==> src/rtl/pipeline_pkg.sv <==
// Shared types and helpers for the hazard/forwarding controller.
// Register addresses are carried at HZ_AW bits so any REG_AW <= HZ_AW fits.
package pipeline_pkg;

    localparam int HZ_AW       = 8;
    localparam int FWD_REGFILE = 0;

    typedef struct packed {
        logic             valid;
        logic [HZ_AW-1:0] rd;
        logic             reg_write;
        logic             is_load;
        logic [HZ_AW-1:0] rs;
        logic [HZ_AW-1:0] rt;
    } hz_entry_t;

    // Stage index at which a producer's result becomes forwardable.
    // Without forwarding the result only exists once it has left the tracker.
    function automatic int avail(input logic is_load, input int load_lat,
                                 input bit fwd_en, input int depth);
        if (!fwd_en) return depth;
        return is_load ? 1 + load_lat : 1;
    endfunction

    function automatic logic hz_match(input hz_entry_t e, input logic [HZ_AW-1:0] r);
        return e.valid && e.reg_write && (e.rd == r) && (r != '0);
    endfunction

endpackage

==> src/rtl/hazard_stage_tracker.sv <==
// Shift register of in-flight instructions after ID (entry 0 = EX).
// Freezes on hold; inserts an empty entry when ID is stalled or empty.
module hazard_stage_tracker
    import pipeline_pkg::*;
#(
    parameter int DEPTH = 3
) (
    input  logic                  clk,
    input  logic                  rst,
    input  logic                  hold,
    input  logic                  insert_bubble,
    input  hz_entry_t             id_entry,
    output hz_entry_t [DEPTH-1:0] stages
);

    hz_entry_t [DEPTH-1:0] stage_q, stage_d;

    always_comb begin
        stage_d = stage_q;
        if (!hold) begin
            stage_d[0] = insert_bubble ? '0 : id_entry;
            for (int j = 1; j < DEPTH; j++) begin
                stage_d[j] = stage_q[j-1];
            end
        end
    end

    always_ff @(posedge clk) begin
        if (rst) stage_q <= '0;
        else     stage_q <= stage_d;
    end

    assign stages = stage_q;

endmodule

==> src/rtl/pipe_hazard_ctrl.sv <==
// Hazard and forwarding controller: load-use / branch-operand stalls,
// EX and ID forwarding selects, taken-branch flush and a saturating stall counter.
module pipe_hazard_ctrl
    import pipeline_pkg::*;
#(
    parameter int REG_AW         = 5,
    parameter int POST_ID_STAGES = 3,
    parameter int LOAD_LAT       = 1,
    parameter bit FWD_EN         = 1'b1,
    parameter int CNT_W          = 16,
    localparam int FSEL_W        = $clog2(POST_ID_STAGES + 1)
) (
    input  logic              clk,
    input  logic              rst,
    input  logic              ext_stall,
    input  logic              id_valid,
    input  logic [REG_AW-1:0] id_rs,
    input  logic [REG_AW-1:0] id_rt,
    input  logic              id_use_rs,
    input  logic              id_use_rt,
    input  logic              id_is_branch,
    input  logic              id_branch_taken,
    input  logic [REG_AW-1:0] id_rd,
    input  logic              id_reg_write,
    input  logic              id_is_load,
    output logic              pc_write,
    output logic              if_id_write,
    output logic              if_flush,
    output logic              id_bubble,
    output logic [FSEL_W-1:0] ex_fwd_a,
    output logic [FSEL_W-1:0] ex_fwd_b,
    output logic [FSEL_W-1:0] id_fwd_a,
    output logic [FSEL_W-1:0] id_fwd_b,
    output logic [CNT_W-1:0]  stall_cnt
);

    localparam int N = POST_ID_STAGES;

    hz_entry_t [N-1:0] stage;
    hz_entry_t         id_entry;
    logic [HZ_AW-1:0]  rs_x, rt_x;
    logic              stall;
    logic [CNT_W-1:0]  stall_cnt_q, stall_cnt_d;

    assign rs_x = HZ_AW'(id_rs);
    assign rt_x = HZ_AW'(id_rt);

    always_comb begin
        id_entry           = '0;
        id_entry.valid     = id_valid;
        id_entry.rd        = HZ_AW'(id_rd);
        id_entry.reg_write = id_reg_write;
        id_entry.is_load   = id_is_load;
        id_entry.rs        = rs_x;
        id_entry.rt        = rt_x;
    end

    hazard_stage_tracker #(.DEPTH(N)) u_tracker (
        .clk           (clk),
        .rst           (rst),
        .hold          (ext_stall),
        .insert_bubble (stall | ~id_valid),
        .id_entry      (id_entry),
        .stages        (stage)
    );

    // Branches compare in ID, one stage earlier than EX consumers, hence j vs j+1.
    always_comb begin
        stall = 1'b0;
        for (int j = 0; j < N; j++) begin
            if ((id_use_rs && hz_match(stage[j], rs_x)) ||
                (id_use_rt && hz_match(stage[j], rt_x))) begin
                if (!FWD_EN ||
                    (id_is_branch ? (j < avail(stage[j].is_load, LOAD_LAT, FWD_EN, N))
                                  : (j + 1 < avail(stage[j].is_load, LOAD_LAT, FWD_EN, N))))
                    stall = 1'b1;
            end
        end
        stall = stall & id_valid;
    end

    // Scan oldest to youngest so the youngest eligible producer wins.
    always_comb begin
        ex_fwd_a = FSEL_W'(FWD_REGFILE);
        ex_fwd_b = FSEL_W'(FWD_REGFILE);
        id_fwd_a = FSEL_W'(FWD_REGFILE);
        id_fwd_b = FSEL_W'(FWD_REGFILE);
        for (int k = N - 1; k >= 1; k--) begin
            if (k >= avail(stage[k].is_load, LOAD_LAT, FWD_EN, N)) begin
                if (hz_match(stage[k], stage[0].rs)) ex_fwd_a = FSEL_W'(k);
                if (hz_match(stage[k], stage[0].rt)) ex_fwd_b = FSEL_W'(k);
                if (hz_match(stage[k], rs_x))        id_fwd_a = FSEL_W'(k);
                if (hz_match(stage[k], rt_x))        id_fwd_b = FSEL_W'(k);
            end
        end
    end

    assign pc_write    = !ext_stall && !stall;
    assign if_id_write = !ext_stall && !stall;
    assign id_bubble   = !ext_stall && stall;
    assign if_flush    = id_branch_taken && id_valid && !stall && !ext_stall;

    always_comb begin
        stall_cnt_d = stall_cnt_q;
        if (id_bubble && (stall_cnt_q != '1)) stall_cnt_d = stall_cnt_q + 1'b1;
    end

    always_ff @(posedge clk) begin
        if (rst) stall_cnt_q <= '0;
        else     stall_cnt_q <= stall_cnt_d;
    end

    assign stall_cnt = stall_cnt_q;

endmodule

==> config.mk <==
export PLATFORM = sky130hd
export DESIGN_NAME = pipe_hazard_ctrl
export DESIGN_NICKNAME = d
export VERILOG_FILES = /design/src/rtl/pipeline_pkg.sv /design/src/rtl/hazard_stage_tracker.sv /design/src/rtl/pipe_hazard_ctrl.sv
export SDC_FILE = /design/constraint.sdc
export NUM_CORES = 1
export LEC_CHECK = 0
export ABC_AREA = 1
export CORE_ASPECT_RATIO = 2
export CORE_MARGIN = 4
export CORE_UTILIZATION = 53
export CTS_BUF_LIST = sky130_fd_sc_hd__clkbuf_16
export DETAILED_ROUTE_END_ITERATION = 10
export PLACE_DENSITY = 0.8
export SYNTH_ARGS = -nofsm -noshare
export SYNTH_HDL_FRONTEND = slang
export SYNTH_SLANG_ARGS = --single-unit
==> constraint.sdc <==
create_clock -name clk -period 2.4 [get_ports clk]
set_clock_uncertainty 0.1 [all_clocks]
set_input_delay 0.36 -clock clk [delete_from_list [all_inputs] [get_ports clk]]
set_output_delay 0.36 -clock clk [all_outputs]
set_load 0.05 [all_outputs]
==> impl_results.md, run 1 <==
* Run status: finished, violations left
* Violated checks: design-rule violations
* Largest net degree at the start of global routing at 41
* Power density cells at 472 nW/um^2
* Std cell rows at 38
* Setup-failing EPs final at 0
* Yosys warns at 0
* CP startpoint kind: input pin
* Core area at 5470 sq um
* Die width at 61.2 um
* Most frequent cells in the layout: 91 x nand2_1, 47 x buf_4, 45 x inv_1
* Hold Violations, Final at 0
* Worst hold-check path type: reg2reg
* Minimum clock period at 2.33 ns
* NumNets Final at 565
* Die Ht at 114 um
* Number of diodes at 0
* Post-Layout Cell Count at 600
* Mapped cell area at 3010 sq um
* Clock Sinks at 49
* Final WL at 11400 um
* CP max FO at 4
* Avg WL per Cell at 19.0 um
* Top post-synthesis cells by area: dfxtp_1 33%, nand2_1 12%, a21oi_1 7.3%, inv_1 6.9%, nand3_1 5.8%
* Grt total ovfl at 0
* Dominant cell type by area after synthesis: dfxtp_1
* CTS tree: yes
* WP data required at 1.94 ns
* Via/cell ratio at 6.14
* I/O pin total at 53
* Initial core utilization at 0.550
* Synth Net Count at 480
* Crit path DAT at 1.87 ns
* Clock transition at path regs at 0.07 ns
* Final period util at 0.969
* Slew margin rel. at 0.468
* Initial antenna violation count at 0
* Avg Inst Size Synth at 6.62 sq um
* Initial drt markers at 342
* CTS root buffer: clkbuf_16
* Vias at 3681
* Peak supply drop at 0.513 mV
* Critical path class: in2out
* Placer Congestion at 1.00
* Overall Global Routing Usage at 0.352
* Worst slew pin tran at 0.791 ns
* First-pass GRT wire length at 18300 um
* Residual DRC at 1
* Final Max Slew Viols at 0
* Distinct cell type count after synthesis at 38
* Seq/Total Area, Yosys at 0.326
* Yosys reg bits at 49
* Post-route ant nets at 0
* Max cap viols at 0
* First-pass iteration count of the detailed router at 10
* Number of global-route vias before repair at 3659
* Post-layout power at 2.00 mW
* Final HPWL DP at 8530 um
* LEAKAGE at 1.73 nW
* Fmax at 0.430 GHz
* Die area at 7010 sq um
* Setup crit end kind: primary output
* Later-pin clock latency in the skew report at 0.29 ns
* Fill count at 437
* Most common cell after layout, fill and taps aside: nand2_1
* Clock Tree Buf Depth at 2
* Num CTS Buffers at 5
* Placed cell count at 579
* Share of cells above drive strength 1 at 0.222
* I/O Buffers at 52
* Area grow syn2layout at 41.2%
* CTS HTree Levels at 2
* Yosys top cell area share at 0.326
* Cells after Synth at 454
worst paths after layout:
kind                                      startpoint                    to  slack [ns]  depth (start not counted)
worst max-delay path                        id_rt[2]              if_flush        0.07                         12
worst min-delay path             u_tracker.stages[2]   u_tracker.stages[2]        0.39                          2
worst max register to register  u_tracker.stages[20]  u_tracker.stages[12]        0.28                         13
worst min register to register   u_tracker.stages[2]   u_tracker.stages[2]        0.39                          2
timing repair:
action	in CTS	in global routing
gates resized for setup	37	40
hold buffers	0	0
pin swaps	13	19
setup buffers	6	7
setup endpoints to repair	6	9
metrics by stage:
step | TNS, ns | area, sq um | setup WS, ns | hold WS [ns] | util
6_report | 0 | 4240 | 0.0732 | 0.390 | 0.776
5_1_grt | -0.198 | 4240 | -0.108 | 0.418 | 0.776
4_1_cts | 0 | 4090 | 0.00497 | 0.387 | 0.749
3_5_place_dp | -5.56 | 3830 | -0.288 | 0.377 | 0.701
3_3_place_gp | -4.83 | 3830 | -0.317 | 0.365 | 0.701
2_1_floorplan | 0 | 3030 | 0.0116 | 0.355 | -
where the power goes:
part / leakage, nW / switching [mW] / total (mW) / internal, mW
Combinational: 1.24 / 0.191 / 0.334 / 0.143
Clock: 0.0852 / 0.299 / 0.788 / 0.490
Sequential: 0.406 / 0.0417 / 0.883 / 0.841
layout make-up:
| cell class | count | area [sq um] | share of cell area |
|---|---|---|---|
| flip-flops and latches | 49 | 1000 | 0.237 |
| well taps | 60 | 75.1 | 0.0177 |
| clock buffers | 5 | 125 | 0.0295 |
| repair buffers | 97 | 917 | 0.216 |
| inverters | 56 | 215 | 0.0507 |
| multi-input cells | 330 | 1860 | 0.439 |
| clock inverters | 3 | 42.5 | 0.0100 |
critical path, stage by stage:
cell             delay, ns
clkdlybuf4s15_1       0.22
or2_1                 0.27
nor2_4                0.15
nor2_1                0.06
nand3_1               0.07
nand2_1               0.07
nand2_2               0.13
nand2_4               0.09
nor2_8                0.12
nand2_4               0.07
nor2_4                0.10
buf_6                 0.16
synth_stat cells (all sizes together):
cell,number
a2111o,1
a2111oi,3
a21boi,2
a21oi,45
a221oi,7
buf,7
clkbuf,12
clkinv,1
dfxtp,49
ha,1
inv,55
nand2,97
nand3,36
nand3b,1
nand4,22
nor2,43
nor3,9
nor4,5
o2111ai,1
o211a,1
o211ai,1
o21ai,24
o21bai,2
o22ai,6
or2,1
xnor2,10
xor2,12
per-layer routing:
metal | vias up | GRT usage | share of wire
li1 | 1698 | - | -
met1 | 1739 | 0.357 | 0.33
met2 | 173 | 0.597 | 0.53
met3 | 71 | 0.0621 | 0.054
met4 | 0 | 0.271 | 0.084
met5 | - | 0 | 0
cell families after synthesis:
logic type | count (synthesis) | share of synthesized area
AO/OA/AOI/OAI | 93 | 0.180
XOR/XNOR | 22 | 0.0641
adder cells (fa/ha/maj) | 1 | 0.00416
buffers and inverters | 75 | 0.100
flip-flops | 49 | 0.326
AND/OR/NAND/NOR | 214 | 0.325
registers in the layout, summed over array words and instances (netlist names):
signal / flops
stall_cnt: 16
u_tracker.stages: 33
Note: power is estimated with default switching activity, not from simulation.
==> run 2, diff against run 1 <==
Settings changed: CAP_MARGIN set to 15, CORE_UTILIZATION 53 to 58, PLACE_DENSITY 0.8 to 0.81, SYNTH_HIERARCHICAL set to 1.
==> run 2 against run 1 <==
Effect of this change:
- the flow finishes with violations (negative setup slack)
- flip-flop and latch count increased by 15
- critical endpoint is now ex_fwd_a[1]
- combinational power decreased by 1%
- worst setup slack got worse by 0.085 ns
- hold slack got worse by 0.024 ns
- sequential power increased by 27%
- largest power group is now the clock network
- clock-buffer cell count increased by 4
- sequential share of layout area increased by 1.3 points
- core utilization increased by 4.0 points
- critical path depth decreased by 5
==> impl_results.md, run 2 <==
* Run status: finished, violations left
* Violated checks: negative setup slack
* Placer Congestion at 0.987
* RSZ-0062 raised after global routing: true
* Clock Sinks at 64
* Avg Inst Size Synth at 6.68 sq um
* WP data required at 1.94 ns
* Final HPWL DP at 9490 um
* Initial antenna violation count at 0
* Post-route ant nets at 0
* Most frequent cells in the layout: 169 x nand2_1, 66 x a21oi_1, 53 x dfxtp_1
* Share of cells above drive strength 1 at 0.201
* Post-Layout Cell Count at 758
* Crit-path cells: inv_1 > a21oi_1 > o221ai_1 > a2111oi_2 > nand3_1 > nor2_2 > buf_12
* Setup WS post-layout at -0.0119 ns
* Clock Tree Buf Depth at 2
* Yosys warns at 6
* Vias at 4477
* Crit path DAT at 1.95 ns
* Mapped cell area at 3880 sq um
* Final Max Slew Viols at 0
* Final period util at 1.00
* Num CTS Buffers at 9
* FF+latch area at 1300 sq um
* Hold Violations, Final at 0
* Fill count at 449
* Grt total ovfl at 0
* Fin util at 0.816
* Max reg flops at 48
* CTS HTree Levels at 3
* Critical path class: reg2out
* Setup crit end kind: primary output
* NumNets Final at 693
* Via/cell ratio at 5.91
* Final WL at 13500 um
* Number of global-route vias before repair at 4350
* Later-pin clock latency in the skew report at 0.33 ns
* Worst hold-check path type: in2reg
* Fmax at 0.415 GHz
* Die area at 8140 sq um
* Worst path max stage delay at 0.41 ns
* Critical-path top delay cell: dfxtp_1
* Crit-path leading delay family: compound AO/OA/AOI/OAI gates
* Minimum clock period at 2.41 ns
* Std cell rows at 41
* CTS tree: yes
* Placed cell count at 736
* Peak supply drop at 0.416 mV
* LEAKAGE at 2.11 nW
* First-pass GRT wire length at 20700 um
* Most common cell after layout, fill and taps aside: nand2_1
* CP max FO at 4
* Slew margin rel. at 0.607
* Area grow syn2layout at 34.8%
* Clock transition at path regs at 0.05 ns
* First-pass iteration count of the detailed router at 6
* Setup TNS at -0.0119 ns
* I/O pin total at 53
* Cells after Synth at 581
* I/O Buffers at 52
* Initial core utilization at 0.605
* Residual DRC at 0
* Die width at 65.8 um
* Max cap viols at 0
* Multi-input logic area at 2390 sq um
* Largest net degree at the start of global routing at 53
* CTS root buffer: clkbuf_16
* Overall Global Routing Usage at 0.336
* CP bufs+invs at 2
* Number of diodes at 0
* Setup-failing EPs final at 1
* Initial drt markers at 554
* Die Ht at 124 um
* CTS Hold Buffers Added at 0
* Power density cells at 497 nW/um^2
* Avg WL per Cell at 17.8 um
* Worst slew pin tran at 0.590 ns
* CP startpoint kind: register
* Final hold slack at 0.366 ns
* Core area at 6410 sq um
-- run 2: routing by layer --
metal	GRT usage	wire length, um
met1	0.330	4450
met2	0.603	7220
met3	0.0469	814
met4	0.277	1020
met5	0	0
-- run 2: final timing paths --
check                            start                    to  slack (ns)  cells after the start
setup reg to reg          stall_cnt[0]          stall_cnt[1]        0.29                      9
hold reg to reg   u_tracker/stages[25]  u_tracker/stages[52]        0.37                      2
hold / removal                     rst  u_tracker/stages[77]        0.37                      2
setup / recovery  u_tracker/stages[15]           ex_fwd_a[1]       -0.01                      7
-- run 2: cell type report --
| cell class | count | area share |
|---|---|---|
| clock buffers | 9 | 0.0431 |
| clock inverters | 7 | 0.00766 |
| inverters | 57 | 0.0428 |
| multi-input cells | 441 | 0.456 |
| flip-flops and latches | 64 | 0.249 |
| well taps | 86 | 0.0206 |
| repair buffers | 94 | 0.181 |
-- run 2: what timing repair did --
item                                    4_1_cts  5_1_grt
gates resized for setup                      39       29
endpoints found under the setup margin        9        8
pin swaps                                     9       12
buffers inserted                              2        4
-- run 2: power breakdown --
| part | total (mW) | switching [mW] | internal, mW |
|---|---|---|---|
| combinational | 0.329 | 0.195 | 0.134 |
| clock | 1.15 | 0.466 | 0.686 |
| sequential | 1.12 | 0.0355 | 1.08 |
| total | 2.60 | 0.696 | 1.90 |
-- run 2: metrics by stage --
step	area (sq um)	power (mW)	setup slack, ns
floorplan	3960	1.32	0.00398
global placement	4760	1.44	-0.182
detailed placement	4760	1.44	-0.221
CTS	5100	2.59	-0.0236
global route	5230	2.69	-0.120
finish	5230	2.60	-0.0119
==> run 3, diff against run 2 <==
Settings changed: GPL_ROUTABILITY_DRIVEN set to 0, PLACE_DENSITY 0.81 to 0.85.
==> run 3 against run 2 <==
Effect of this change:
- worst setup slack got worse by 0.0029 ns
- design area grew 1.4%
- core utilization increased by 1.2 points
- the flow still finishes with violations (negative setup slack)
- sequential power about the same
- global-route usage up 2.7 points
- register-to-register slack worse by 0.16 ns
- cell count grew 0.92%
- power up 2.2%
- via count increased by 6.6%
- first-iteration DRC count grew 36%
- critical path depth up 4
- clock power rose by 4%
==> impl_results.md, run 3 (synthesized netlist as in run 2, its figures left out) <==
* WP data required at 1.94 ns
* Later-pin clock latency in the skew report at 0.34 ns
* Std cell rows at 41
* Core area at 6410 sq um
* Setup-failing EPs final at 3
* Clock Tree Buf Depth at 2
* Critical path class: reg2out
* Worst slew pin tran at 0.625 ns
* Register share of total power at 0.421
* Net switching power at 739 uW
* Largest net degree at the start of global routing at 53
* Most common cell after layout, fill and taps aside: nand2_1
* Avg WL per Cell at 18.4 um
* First-pass GRT wire length at 22300 um
* CTS HTree Levels at 3
* Max cap viols at 0
* Setup crit end kind: primary output
* Final HPWL DP at 9150 um
* Hold Violations, Final at 0
* Fin util at 0.827
* Clock power share at 0.450
* Fmax at 0.414 GHz
* Post-Layout Cell Count at 765
* Run status: finished, violations left
* Clock transition at path regs at 0.06 ns
* Vias at 4771
* Power density cells at 501 nW/um^2
* Clock Sinks at 64
* Area grow syn2layout at 36.8%
* Comb pwr share at 0.129
* Number of global-route vias before repair at 4639
* Setup WS post-layout at -0.0147 ns
* I/O Buffers at 52
* Die width at 65.8 um
* CP dominant cell by count: nor2_4
* Minimum clock period at 2.41 ns
* Dpl ws at -0.152 ns
* Placed instance area at 4790 sq um
* Residual DRC at 0
* Final period util at 1.01
* CP startpoint kind: register
* Critical-path top delay cell: dfxtp_4
* Final WL at 14100 um
* Net Sw Frac at 0.278
* CTS tree: yes
* Grt total ovfl at 0
* Share of cells above drive strength 1 at 0.221
* Crit-path leading delay family: simple AND/OR/NAND/NOR gates
* Max reg flops at 48
* CTS root buffer: clkbuf_16
* RSZ-0062 raised after global routing: true
* NumNets Final at 700
* CP max FO at 3
* Peak supply drop at 0.421 mV
* I/O pin total at 53
* Post-route ant nets at 0
* Crit path DAT at 1.95 ns
* Worst hold-check path type: reg2reg
* P_int at 1.92 mW
* Placed cell count at 739
* Die area at 8140 sq um
* Worst path max stage delay at 0.34 ns
* Initial antenna violation count at 0
* Post-route cell area at 5310 sq um
* Number of diodes at 0
* Num CTS Buffers at 9
* Initial core utilization at 0.605
* Crit-path cells: inv_2 > nand2_4 > nor2_4 > nand3_2 > nor2_2 > nand3_1 > nand2_1 > nand2_2 > a21oi_4 > nor2_4 > buf_8
* Final Max Slew Viols at 0
* Overall Global Routing Usage at 0.362
* Die Ht at 124 um
* Slew margin rel. at 0.584
* Via/cell ratio at 6.24
* Violated checks: negative setup slack
* LEAKAGE at 2.13 nW
* CP bufs+invs at 2
* Most frequent cells in the layout: 170 x nand2_1, 66 x a21oi_1, 51 x dfxtp_1
* First-pass iteration count of the detailed router at 6
* Initial drt markers at 756
[run 3: layout make-up]
type | instances | area (sq um)
timing repair buffer | 101 | 1000
fill | 402 | 1110
clock buffer | 9 | 225
multi-input combinational | 441 | 2390
tap | 86 | 108
inverter | 57 | 224
sequential | 64 | 1310
clock inverter | 7 | 47.5
[run 3: layer usage]
| metal | track usage | part of all wire | vias up |
|---|---|---|---|
| met5 | 0 | 0 | - |
| met3 | 0.0884 | 0.083 | 151 |
| met4 | 0.284 | 0.10 | 0 |
| met1 | 0.370 | 0.32 | 2143 |
| li1 | - | - | 2104 |
| met2 | 0.615 | 0.50 | 373 |
[run 3: what timing repair did]
| action | 4_1_cts | 5_1_grt |
|---|---|---|
| setup buffers | 7 | 3 |
| hold buffers | 0 | 0 |
| setup endpoints to repair | 10 | 7 |
| hold endpoints to repair | 0 | 0 |
| gates resized for setup | 42 | 35 |
| pin swaps | 13 | 16 |
[run 3: final timing paths]
kind	start	end	slack, ns	cells after the start
worst min-delay path	u_tracker/stages[24]	u_tracker/stages[51]	0.38	2
worst max register to register	u_tracker/stages[52]	stall_cnt[4]	0.13	15
worst min register to register	u_tracker/stages[24]	u_tracker/stages[51]	0.38	2
worst max-delay path	u_tracker/stages[52]	pc_write	-0.01	11
[run 3: power by group through the flow]
stage | Sequential (mW) | Clock [mW] | Combinational (mW)
after floorplan | 1.13 | 0 | 0.191
after global placement | 1.14 | 0 | 0.301
after detailed placement | 1.14 | 0 | 0.310
after CTS | 1.11 | 1.20 | 0.321
after global routing | 1.12 | 1.26 | 0.369
final | 1.12 | 1.20 | 0.343
[run 3: worst register-to-register path, stage by stage, from the launching register on]
cell and delay, ns:
dfxtp_4 0.34, inv_2 0.07, nand2_4 0.06, nor2_4 0.18
nand3_2 0.10, nor2_2 0.12, nand3_1 0.10, nand2_1 0.11
nand2_2 0.10, nand2_2 0.10, buf_4 0.11, buf_4 0.08
buf_4 0.12, nand4_4 0.20, nand2_1 0.16, a21oi_1 0.09
[run 3: metrics by stage]
step	power (mW)	TNS (ns)	hold slack (ns)
2_1_floorplan	1.32	0	0.329
3_3_place_gp	1.44	-1.40	0.351
3_5_place_dp	1.45	-2.99	0.365
4_1_cts	2.64	0	0.374
5_1_grt	2.74	-0.453	0.405
6_report	2.66	-0.0401	0.384
